## src/rtl/led_color_sequencer.sv

```systemverilog
// rtl/led_color_sequencer.sv - four-step RGB LED pattern player driven by colour/duration registers
module led_color_sequencer #(
  parameter int TICK_DIV = 12000
) (
  input  logic        WBs_CLK_i,
  input  logic        WBs_RST_i,
  input  logic        enable_i,
  input  logic [2:0]  color0,
  input  logic [2:0]  color1,
  input  logic [2:0]  color2,
  input  logic [2:0]  color3,
  input  logic [11:0] duration0,
  input  logic [11:0] duration1,
  input  logic [11:0] duration2,
  input  logic [11:0] duration3,
  output logic [2:0]  rgb_o,
  output logic [1:0]  step_o,
  output logic        wrap_o,
  output logic        busy_o
);

  localparam int PW = (TICK_DIV > 1) ? $clog2(TICK_DIV) : 1;
  localparam logic [PW-1:0] PRESC_LAST = PW'(TICK_DIV - 1);

  typedef enum logic [1:0] {
    IDLE = 2'd0,
    LOAD = 2'd1,
    RUN  = 2'd2
  } state_t;

  state_t        state;
  logic [PW-1:0] prescaler;
  logic [11:0]   dur_cnt;
  logic [11:0]   cur_duration;
  logic [2:0]    cur_color;
  logic          tick;

  // Select the register pair for the current step; only consumed in LOAD.
  always_comb begin
    cur_duration = duration0;
    cur_color    = color0;
    case (step_o)
      2'd0: begin cur_duration = duration0; cur_color = color0; end
      2'd1: begin cur_duration = duration1; cur_color = color1; end
      2'd2: begin cur_duration = duration2; cur_color = color2; end
      2'd3: begin cur_duration = duration3; cur_color = color3; end
      default: begin cur_duration = duration0; cur_color = color0; end
    endcase
  end

  assign tick = (state == RUN) && (prescaler == PRESC_LAST);

  // Sequencer FSM with registered LED drive, step index, wrap pulse and busy flag.
  always_ff @(posedge WBs_CLK_i) begin
    if (WBs_RST_i || !enable_i) begin
      state     <= IDLE;
      rgb_o     <= 3'd0;
      step_o    <= 2'd0;
      wrap_o    <= 1'b0;
      busy_o    <= 1'b0;
      prescaler <= '0;
      dur_cnt   <= 12'd0;
    end else begin
      wrap_o <= 1'b0;
      case (state)
        IDLE: begin
          state  <= LOAD;
          busy_o <= 1'b1;
        end
        LOAD: begin
          busy_o <= 1'b1;
          if (cur_duration != 12'd0) begin
            dur_cnt   <= cur_duration;
            prescaler <= '0;
            rgb_o     <= cur_color;
            state     <= RUN;
          end else begin
            // Zero-length step: blank and move on without leaving LOAD.
            rgb_o  <= 3'd0;
            step_o <= step_o + 2'd1;
            wrap_o <= (step_o == 2'd3);
          end
        end
        RUN: begin
          busy_o <= 1'b1;
          if (tick) begin
            prescaler <= '0;
            dur_cnt   <= dur_cnt - 12'd1;
            if (dur_cnt == 12'd1) begin
              // rgb_o is left alone so the colour holds through the next LOAD.
              step_o <= step_o + 2'd1;
              wrap_o <= (step_o == 2'd3);
              state  <= LOAD;
            end
          end else begin
            prescaler <= prescaler + 1'b1;
          end
        end
        default: begin
          state  <= IDLE;
          rgb_o  <= 3'd0;
          step_o <= 2'd0;
          busy_o <= 1'b0;
        end
      endcase
    end
  end

endmodule

```

## config.mk

```make
export PLATFORM = sky130hd
export DESIGN_NAME = led_color_sequencer
export DESIGN_NICKNAME = d
export VERILOG_FILES = /design/src/rtl/led_color_sequencer.sv
export SDC_FILE = /design/constraint.sdc
export NUM_CORES = 1
export LEC_CHECK = 0
export ABC_AREA = 1
export BUFFER_PORTS_ARGS = -buffer_cell sky130_fd_sc_hd__clkbuf_2
export CAP_MARGIN = 20
export CORE_MARGIN = 2
export CORE_UTILIZATION = 30
export DETAILED_ROUTE_END_ITERATION = 10
export PLACE_DENSITY_LB_ADDON = 0.05
export REMOVE_ABC_BUFFERS = 1
export SKIP_LAST_GASP = 1
export SLEW_MARGIN = 5
export SYNTH_ARGS = -nofsm -noshare
export SYNTH_HDL_FRONTEND = slang
export SYNTH_SLANG_ARGS = --single-unit
export TNS_END_PERCENT = 30
```

## constraint.sdc

```tcl
create_clock -name WBs_CLK_i -period 2.8 [get_ports WBs_CLK_i]
set_clock_uncertainty 0.2 [all_clocks]
set_input_delay 0.14 -clock WBs_CLK_i [delete_from_list [all_inputs] [get_ports WBs_CLK_i]]
set_output_delay 0.14 -clock WBs_CLK_i [all_outputs]
set_load 0.01 [all_outputs]
```

Yosys cells after proc, flatten, opt, wreduce, memory -nomap -nowiden
Index checks and enable logic that the tools add are counted.
Widths: inputs -> output; s select.
- logic and storage cells: 58
- output and inout bits: 7
- bits in registers: 35
- input bits: 63
- muxes and demuxes: 23
- equality and inequality tests: 11
- bitwise gates (word level): 1
- reduce and logical (&&, ||, !) cells: 13
- add/sub/neg operators: 3
- operator list (operator ; count):
    $pmux 12 s4 ; 1
    $mux 14 ; 2
    $pmux 14 s2 ; 1
    $mux 12 ; 2
    $pmux 12 s2 ; 1
    $add 14x1->14 const B ; 1
    $eq 14x14->1 const B ; 1
    $eq 12x1->1 const B ; 1
    $mux 2 ; 6
    $pmux 2 s3 ; 2
    $pmux 3 s4 ; 1
    $reduce_bool 12->1 ; 1
    $sub 12x1->12 const B ; 1
    $eq 2x2->1 const B ; 3
    $ne 2x2->1 const B ; 3
    $pmux 3 s2 ; 1
    $reduce_and 3->1 ; 2
    $eq 2x1->1 const B ; 2
    $logic_not 2->1 ; 2
    $mux 1 ; 4
    $reduce_and 4->1 ; 1
    $mux 3 ; 1
    $reduce_or 3->1 ; 1
    $add 2x1->2 const B ; 1
    other kinds (9) ; 9

Longest topological paths before layout
Gate-level depths: netlist of the first run.
- depth after elaboration: 5
- mapped depth: 14
- depth with buffers taken out: 13

Worst setup path before layout of the first run
OpenSTA, ideal clock, no wires.
- kind: reg2reg
- start: register step_o[0]
- end: register prescaler[0]
- period minus slack after synthesis: 2299 ps
- library setup time: 141 ps
- setup slack: 501 ps
- data required time: 2459 ps
- stages on the path, launching flop included: 13
- path buffers: 2
- arrival: 1958 ps
- cell sequence: dfxtp_1 -> inv_1 -> ha_1 -> inv_2 -> buf_2 -> nand2_1 -> o22ai_1 -> nand2_1 -> nor2_4 -> nand4_4 -> buf_2 -> nand3b_1 -> a21oi_2
- longest elaborated chain between the ends: 5
- elaborated cells between the ends (all ways): 8
- those cells by class: eq/ne: 4; mux: 1; reduce/logical: 3
- ends and longest elaborated chain (item ; RTL line ; text):
    start, declared ; 17 ; output logic [1:0] step_o,
    start signal, assigned ; 80 ; step_o <= step_o + 2'd1;
    start signal, assigned ; 91 ; step_o <= step_o + 2'd1;
    $eq 2x2->1 (tied with other cells) ; 42 ; case (step_o)
    $pmux 12 s4 * ; 42 ;
    $reduce_bool 12->1 * ; 72 ; if (cur_duration != 12'd0) begin
    $ne 2x2->1 (no source line) * ; - ;
    $reduce_and 2->1 (no source line) * ; - ;
    end signal, assigned ; 96 ; prescaler <= prescaler + 1'b1;
    end, declared ; 32 ; logic [PW-1:0] prescaler;
Every way passes the cells marked *; elsewhere a longest branch is shown, timed or not.
A chain may end at the register's enable or synchronous reset.

Worst setup path after layout of the first run
- start: register step_o[0]
- end: register dur_cnt[4]
- longest elaborated chain between the ends: 5
- elaborated cells between the ends (all ways): 10
- those cells by class: eq/ne: 4; mux: 3; reduce/logical: 3
- ends and longest elaborated chain (item ; RTL line ; text):
    $eq 2x2->1 (tied with other cells) ; 42 ;
    $pmux 12 s4 * ; 42 ;
    $reduce_bool 12->1 ; 72 ;
    $ne 2x2->1 (no source line) ; - ;
    $reduce_and 3->1 (no source line) ; - ;
    end signal, assigned ; 73 ; dur_cnt <= cur_duration;
    end signal, assigned ; 88 ; dur_cnt <= dur_cnt - 12'd1;
    end, declared ; 33 ; logic [11:0] dur_cnt;
Every way passes the cells marked *; elsewhere a longest branch is shown, timed or not. The select of a mux whose other input is x is not followed.

==> results of run 1 <==
[flip-flops by register name (all words and copies together) (netlist names)]
register   flops
dur_cnt       12
wrap_o         1
prescaler     14
state          2
rgb_o          3
busy_o         1
step_o         2
[cell usage after synthesis]
| cell type | instances |
|---|---|
| buf_6 | 3 |
| buf_2 | 6 |
| o21bai_1 | 2 |
| a21oi_1 | 15 |
| nand3b_1 | 4 |
| nor2_1 | 70 |
| mux2i_1 | 1 |
| nand3_4 | 1 |
| o21ai_1 | 5 |
| nor3b_1 | 1 |
| nand4_1 | 12 |
| nand4_4 | 1 |
| ha_1 | 11 |
| inv_2 | 1 |
| and3_1 | 1 |
| a21oi_2 | 9 |
| nand2_2 | 9 |
| nor2_4 | 1 |
| dfxtp_1 | 35 |
| inv_1 | 37 |
| o21ai_2 | 1 |
| or2_1 | 5 |
| o22ai_1 | 3 |
| or2_2 | 3 |
| buf_12 | 1 |
| nand3_1 | 24 |
| nand2_4 | 1 |
| clkbuf_1 | 6 |
| nand2_1 | 154 |
| o21ai_0 | 19 |
| buf_1 | 2 |
| clkinv_1 | 1 |
| or2_0 | 1 |
| a31oi_1 | 4 |
| nor2_2 | 2 |
| nor4_1 | 1 |
| nor3_1 | 9 |
| xor2_1 | 7 |
| xnor2_1 | 1 |
[routing by layer]
| layer | wire length [um] | part of all wire |
|---|---|---|
| met2 | 3734 | 0.45 |
| met1 | 4087 | 0.49 |
| met4 | 80 | 0.0096 |
| met5 | 0 | 0 |
| met3 | 465 | 0.056 |
[timing repair]
action | in CTS | in global routing
setup buffers | 0 | 4
gates resized for setup | 0 | 7
endpoints found under the hold margin | 1 | 0
setup endpoints to repair | 0 | 29
hold buffers | 2 | 0
[logic make-up after synthesis]
logic type	after synthesis	share of synthesized area
AND/OR/NAND/NOR	300	0.4643
AO/OA/AOI/OAI	58	0.1204
flip-flops	35	0.2469
buffers and inverters	57	0.09171
adder cells (fa/ha/maj)	11	0.04850
XOR/XNOR	8	0.02469
multiplexers	1	0.003527
[layout make-up]
class	count	area, um2	area share
multi-input combinational	379	1904	0.5541
sequential	35	700.7	0.2039
timing repair buffer	81	452.9	0.1318
inverter	39	151.4	0.04405
tap	111	138.9	0.04041
clock buffer	5	68.82	0.02002
clock inverter	3	20.02	0.005825
[worst max-delay path, cell delays in order (launching register included)]
cell     delay [ns]
dfxtp_1        0.35
inv_1          0.13
ha_1           0.32
inv_6          0.13
or2_2          0.30
o21ai_2        0.08
nand2_1        0.10
nor2_2         0.18
nand4_4        0.23
nand3_2        0.29
nand2_1        0.08
nand2_1        0.06
nor2_1         0.04
[per-stage QoR]
| step | instances | instance area, um2 | util |
|---|---|---|---|
| 2_1_floorplan | 452 | 2724 | - |
| 6_report | 653 | 3437 | 0.3737 |
| 3_3_place_gp | 638 | 3253 | 0.3537 |
| 3_5_place_dp | 638 | 3253 | 0.3537 |
| 4_1_cts | 648 | 3362 | 0.3656 |
| 5_1_grt | 653 | 3437 | 0.3737 |
[cell usage in the layout (no fill, tap or decap), types with 2 or more instances in the layout]
cell type and count:
a21oi_1 15, a21oi_2 9, a31oi_1 4, buf_4 9, clkbuf_2 69, clkbuf_8 5
clkinvlp_4 2, dfxtp_1 35, dlygate4sd3_1 2, ha_1 9, ha_2 2, inv_1 37
nand2_1 154, nand2_2 9, nand3_1 24, nand3b_1 4, nand4_1 12, nor2_1 70
nor2_2 2, nor3_1 9, o21ai_0 19, o21ai_1 4, o21ai_2 2, o21bai_1 2
o22ai_1 3, or2_1 5, or2_2 3, xor2_1 7
[report_power, final]
| group | internal [mW] | total (mW) | switching [mW] |
|---|---|---|---|
| Combinational | 0.142 | 0.354 | 0.212 |
| Sequential | 0.513 | 0.527 | 0.0135 |
| Clock | 0.174 | 0.392 | 0.218 |
| Total | 0.829 | 1.27 | 0.444 |
[how the worst max path moves through the flow]
stage               slack [ns]  cells after the start                   start                          to
floorplan                 0.32                     13  step_o[0]$_SDFFE_PP0P_  prescaler[12]$_SDFFE_PP0P_
global placement          0.15                     13  step_o[0]$_SDFFE_PP0P_  prescaler[12]$_SDFFE_PP0P_
detailed placement        0.06                     13  step_o[0]$_SDFFE_PP0P_  prescaler[12]$_SDFFE_PP0P_
CTS                       0.03                     13  step_o[0]$_SDFFE_PP0P_  prescaler[12]$_SDFFE_PP0P_
global route             0.002                     12  step_o[0]$_SDFFE_PP0P_    dur_cnt[11]$_SDFFE_PP0P_
finish                    0.18                     12  step_o[0]$_SDFFE_PP0P_     dur_cnt[4]$_SDFFE_PP0P_
==> impl_metrics.ini, run 1 <==
[clock_network]
cts_num_sinks = 35
cts_buffers = 5
htree_levels = 2
cts_buffer_depth = 2
cts_tree = done
clkTransAtPathRegs_ns = 0.09
cts-root-buf = clkbuf_8
clk_latency_ns = 0.30

[logic_synthesis]
ys_types = 39
synth_area_leaders = dfxtp_1 (25%), nand2_1 (20%), nor2_1 (9.3%)
synth_top_cell_area_share = 0.2469
netlist_area_um2 = 2838
synth-seq-area-share = 0.2469
yosys.area.top_type = dfxtp_1
synthCells = 470
synth-seq-cells = 35
synth.avg_cell_area_um2 = 6.038
ys_warn_count = 0

[grt]
grt_use_met3 = 0.03382
grt_max_degree = 28
grt_busiest_layer = met2
grt_pass1_wl_um = 14150
grt_pass1_vias = 3033
grt.total_usage = 0.1691
use_met1 = 0.2314
antenna_found_initial = 0
met2_usage = 0.2751
grt_overflow = 0

[die]
die_area_um2 = 10250
die_width_um = 101.3
core_um2 = 9196
boundaryPins = 70
start_util = 0.3086
die_h_um = 101.3
row_count = 35

[timing]
tns_ns = 0
post-route-period-util = 0.9351
setup_viol = 0
layout_setup_ws_ns = 0.1816
slew_headroom = 0.5653
timing.hold.ws_ns = 0.001784
fmax_mhz = 381.9
period_needed_ns = 2.618
grt_setup_unrepaired = no
worst-slew-pin-transition_ns = 0.6520
hold_violations = 0
slew_viol_final = 0

[finish]
syn2layout_area_growth_pct = 21.12
diodes = 0
drive_above_1_share = 0.2214
nFillCells = 1041
fin_nets = 615

[worst_setup_path]
crit_fanout = 27
arrival_ns = 2.61
reg2reg_from = step_o[0]$_SDFFE_PP0P_
startpoint_type = register
r2r_setup_slack_ns = 0.18
reg2reg_depth = 12
criticalPathCategory = reg -> reg
worst_setup_path_end_kind = register
cp_data_required_time_ns = 2.79
worstReg2RegEnd = dur_cnt[4]$_SDFFE_PP0P_

[power_and_ir_drop]
p_leak_nw = 1.516
powerDensity_nw_per_um2 = 370.2
vdd_drop_max_v = 0.0001413
power.total_mw = 1.272

[routing]
via_per_inst = 4.749
wl_um = 8367
vias = 3101
post_drt_wl_per_cell_um = 12.81
detail-route-antenna-nets = 0
drt_iter0_markers = 130
drc = 0
drtPass1Iterations = 4

[placed_design]
detailed_place_hpwl_um = 6196
gp_congestion = 0.8231
portBuffers = 69
place_ws_ns = 0.06071

[hold_path]
worstHoldPathCells = 5
hold_class = in -> reg
min_from = color3[1]
hold_end = rgb_o[1]$_SDFFE_PP0N_

[run]
maxCapViolations = 0

[run_status]
status = finished, final reports clean
Note: power is estimated with default switching activity, not from simulation.
==> run 2: changes to the inputs <==
Settings changed: HOLD_SLACK_MARGIN set to 0.08.
==> run 2 against run 1 <==
Setup slack hardly changed. Clock power hardly changed. Maximum frequency hardly changed. Total power is 0.41% higher. Sequential power hardly changed. Flip-flop and latch count stayed put. Register-to-register slack hardly changed. Global-route usage is 0.17 points higher. Core utilization is 0.44 points higher. Highest routed layer unchanged.
==> impl_metrics.ini, run 2 (same netlist as run 1, synthesis figures left out) <==
[clock_network]
cts_buffers = 5
clkTransAtPathRegs_ns = 0.08
cts_tree = done
cts_buffer_depth = 2
htree_levels = 2
cts-root-buf = clkbuf_8
clk_latency_ns = 0.30
cts_num_sinks = 35

[timing]
tns_ns = 0
fmax_mhz = 381.9
period_needed_ns = 2.618
timing.hold.ws_ns = 0.1281
setup_viol = 0
hold_violations = 0
post-route-period-util = 0.9351
slew_headroom = 0.5733
worst-slew-pin-transition_ns = 0.6400
slew_viol_final = 0

[worst_setup_path]
cp_data_required_time_ns = 2.80
crit_fanout = 27
criticalPathCategory = reg -> reg
worst_setup_path_end_kind = register
arrival_ns = 2.62
r2r_setup_slack_ns = 0.18
startpoint_type = register

[routing]
vias = 3128
detail-route-antenna-nets = 0
wl_um = 8393
post_drt_wl_per_cell_um = 12.77
drt_iter0_markers = 108
drc = 0
drtPass1Iterations = 4
via_per_inst = 4.761

[placed_design]
gp_congestion = 0.8231
placed_cells = 638
detailed_place_hpwl_um = 6196
portBuffers = 69

[die]
die_area_um2 = 10250
core_um2 = 9196
die_width_um = 101.3
row_count = 35
boundaryPins = 70
start_util = 0.3086
die_h_um = 101.3

[finish]
diodes = 0
final_common_cell = nand2_1
stdcell_count = 657
fin_nets = 619
top_regs = prescaler x14, dur_cnt x12, rgb_o x3
post-route-util = 0.3781
largest_register_ff_count = 14
regMostFlops = prescaler
drive_above_1_share = 0.2198
final_cell_mix = nand2_1 (154), nor2_1 (70), clkbuf_2 (69)
syn2layout_area_growth_pct = 22.53

[hold_path]
hold_class = in -> reg

[grt]
grt_pass1_vias = 3077
use_met1 = 0.2326
grt_max_degree = 28
grt.total_usage = 0.1708
antenna_found_initial = 0
grt_pass1_wl_um = 14310
met2_usage = 0.2797
grt_overflow = 0
grt_busiest_layer = met2
grt_use_met3 = 0.03382

[power_and_ir_drop]
netSwitchingFraction = 0.3467
p_leak_nw = 1.533
powerDensity_nw_per_um2 = 367.4
power.total_mw = 1.278
p_sw_mw = 0.4429
pwr-share-comb = 0.283
vdd_drop_max_v = 0.0001425
power_frac_seq = 0.412
p_clk_frac = 0.305
intPower_mw = 0.8346

[run]
maxCapViolations = 0

[run_status]
status = finished, final reports clean
-- run 2: cell count changes in the layout (fill, tap and decap cells not counted), sizes merged --
cell	change
dlygate4sd3	+4
-- run 2: through the flow --
stage               setup WS [ns]  cell area [um2]
finish                     0.1818             3477
global route            -0.001399             3477
CTS                       0.03081             3402
detailed placement        0.06071             3253
global placement           0.1506             3253
floorplan                  0.3245             2724
-- run 2: final timing paths --
| check | start | to | depth (start not counted) |
|---|---|---|---|
| setup / recovery | step_o[0]$_SDFFE_PP0P_ | dur_cnt[11]$_SDFFE_PP0P_ | 12 |
| hold / removal | WBs_RST_i | state[0]$_SDFFE_PP0P_ | 5 |
| hold reg to reg | prescaler[3]$_SDFFE_PP0P_ | prescaler[3]$_SDFFE_PP0P_ | 2 |
| setup reg to reg | step_o[0]$_SDFFE_PP0P_ | dur_cnt[11]$_SDFFE_PP0P_ | 12 |
-- run 2: what timing repair did --
item | CTS | global route
resized for setup | 0 | 7
hold buffers | 6 | 0
setup endpoints to repair | 0 | 30
hold endpoints to repair | 3 | 0
buffers inserted | 0 | 4
-- run 2: layout make-up --
| cell class | count | area [um2] |
|---|---|---|
| clock buffer | 5 | 68.82 |
| clock inverter | 3 | 20.02 |
| fill | 1040 | 5719 |
| inverter | 39 | 151.4 |
| multi-input combinational | 379 | 1904 |
| sequential | 35 | 700.7 |
| tap | 111 | 138.9 |
| timing repair buffer | 85 | 493.0 |
-- run 2: per-layer routing --
layer | wire (um) | vias to the layer above
met5 | 0 | -
met4 | 80 | 0
met3 | 420 | 8
met2 | 3722 | 77
met1 | 4170 | 1387
li1 | - | 1656
-- run 2: power groups by stage --
stage          Combinational [mW]  Sequential, mW  Clock (mW)
2_1_floorplan               0.215           0.537           0
3_3_place_gp                0.331           0.538           0
3_5_place_dp                0.330           0.538           0
4_1_cts                     0.342           0.527       0.401
5_1_grt                     0.414           0.530       0.414
6_report                    0.361           0.527       0.390
-- run 2: worst max-delay path, cell delays in order, from the launching register on --
cell and delay (ns):
dfxtp_1 0.35, inv_1 0.13, ha_1 0.32, inv_6 0.13
or2_2 0.30, o21ai_2 0.08, nand2_1 0.10, nor2_2 0.18
nand4_4 0.23, nand3_2 0.29, nand2_1 0.09, inv_1 0.07
nor2_1 0.04
==> run 3: changes to the inputs <==
Settings changed: GPL_TIMING_DRIVEN set to 0.
==> run 3 against run 2 <==
Global-route usage fell by 0.11 points. Cell count fell by 0.76%. Highest routed layer unchanged. Largest cell class unchanged. Flip-flop and latch count did not move. Clock power rose by 23%. Design area rose by 0.29%. Via count fell by 0.45%. Maximum frequency rose by 3.1%. Critical path depth did not move. Sequential share of layout area fell by 0.058 points. First-iteration DRC count rose by 32%.
==> impl_metrics.ini, run 3 (same netlist as run 1, synthesis figures left out) <==
[run_status]
status = finished, final reports clean

[die]
boundaryPins = 70
row_count = 35
die_h_um = 101.3
core_um2 = 9196
start_util = 0.3086
die_area_um2 = 10250
die_width_um = 101.3

[timing]
worst-slew-pin-transition_ns = 0.8702
layout_setup_ws_ns = 0.2601
fmax_mhz = 393.7
grt_setup_unrepaired = no
hold_violations = 0
slew_viol_final = 0
period_needed_ns = 2.540
timing.hold.ws_ns = 0.1091
post-route-period-util = 0.9071
slew_headroom = 0.4198
setup_viol = 0

[routing]
via_per_inst = 4.776
drc = 0
vias = 3114
drt_iter0_markers = 143
detail-route-antenna-nets = 0
drtPass1Iterations = 4
wl_um = 8216
post_drt_wl_per_cell_um = 12.60

[placed_design]
gp_congestion = 0.8110
portBuffers = 69
placed_area_um2 = 3226
place_ws_ns = -0.4562
detailed_place_hpwl_um = 5955

[worst_setup_path]
startpoint_type = register
arrival_ns = 2.54
criticalPathCategory = reg -> reg
worst_setup_path_end_kind = register
cp_data_required_time_ns = 2.80
crit_fanout = 27

[grt]
grt_pass1_vias = 2974
antenna_found_initial = 0
grt_pass1_wl_um = 14100
grt.total_usage = 0.1698
grt_max_degree = 31
grt_overflow = 0

[finish]
final_cell_mix = nand2_1 (154), nor2_1 (69), clkbuf_2 (69)
drive_above_1_share = 0.2163
syn2layout_area_growth_pct = 22.88
regMostFlops = prescaler
nFillCells = 995
top_regs = prescaler x14, dur_cnt x12, rgb_o x3
largest_register_ff_count = 14
fin_nets = 614
diodes = 0
final_common_cell = nand2_1
fin_area_um2 = 3487

[clock_network]
htree_levels = 2
cts_num_sinks = 35
cts_tree = done
clk_latency_ns = 0.30
cts_buffers = 5
cts-root-buf = clkbuf_8
clkTransAtPathRegs_ns = 0.08
cts_buffer_depth = 2

[power_and_ir_drop]
p_leak_nw = 1.522
vdd_drop_max_v = 0.0001871
powerDensity_nw_per_um2 = 388.5

[hold_path]
hold_class = in -> reg

[run]
maxCapViolations = 0
==> run 3: final timing paths <==
path | startpoint | endpoint | slack, ns | cells after the start
setup reg to reg | step_o[0]$_SDFFE_PP0P_ | dur_cnt[1]$_SDFFE_PP0P_ | 0.26 | 12
setup / recovery | step_o[0]$_SDFFE_PP0P_ | dur_cnt[1]$_SDFFE_PP0P_ | 0.26 | 12
hold reg to reg | prescaler[3]$_SDFFE_PP0P_ | prescaler[3]$_SDFFE_PP0P_ | 0.27 | 2
hold / removal | duration0[4] | dur_cnt[4]$_SDFFE_PP0P_ | 0.11 | 5
==> run 3: critical path, cell delays in order, from the launching register on <==
cell     delay (ns)
dfxtp_1        0.40
inv_1          0.11
ha_2           0.25
inv_6          0.17
nand2_1        0.07
o21ai_1        0.28
nand2_1        0.11
nor2_2         0.18
nand4_4        0.21
nand3_2        0.29
nand2_1        0.08
nand2_1        0.07
nor2_1         0.04
==> run 3: metal layers <==
| layer | routed length, um | vias to the layer above | global-route usage |
|---|---|---|---|
| li1 | - | 1649 | - |
| met4 | 53 | 0 | 0.03430 |
| met5 | 0 | - | 0 |
| met2 | 3549 | 72 | 0.2664 |
| met1 | 4181 | 1387 | 0.2404 |
| met3 | 433 | 6 | 0.03658 |
==> run 3: power breakdown <==
group	total [mW]	leakage (nW)	internal [mW]	switching [mW]
Sequential	0.527	0.284	0.513	0.0135
Combinational	0.348	1.18	0.139	0.209
Clock	0.480	0.0581	0.265	0.214
Total	1.35	1.52	0.918	0.437
==> run 3: area by class of cell <==
| class | count | area [um2] | share of cell area |
|---|---|---|---|
| Sequential cell | 35 | 700.7 | 0.2009 |
| Tap cell | 111 | 138.9 | 0.03983 |
| Clock buffer | 5 | 68.82 | 0.01973 |
| Clock inverter | 3 | 43.79 | 0.01256 |
| Inverter | 39 | 155.1 | 0.04449 |
| Timing Repair Buffer | 80 | 455.4 | 0.1306 |
| Multi-Input combinational cell | 379 | 1924 | 0.5518 |
==> run 3: metrics by stage <==
step	cells	util	total power, mW	TNS (ns)
2_1_floorplan	452	-	0.7517	0
5_1_grt	652	0.3792	1.435	0
3_3_place_gp	632	0.3488	0.8616	-6.881
4_1_cts	651	0.3748	1.358	0
3_5_place_dp	633	0.3507	0.8647	-4.932
6_report	652	0.3792	1.355	0
==> run 3: timing repair <==
action / in CTS / in global routing
pin swaps: 1 / 0
setup endpoints to repair: 30 / 21
resized for setup: 3 / 7
gates cloned: 0 / 1
hold endpoints to repair: 5 / 0
hold buffers: 8 / 0
setup buffers: 2 / 0
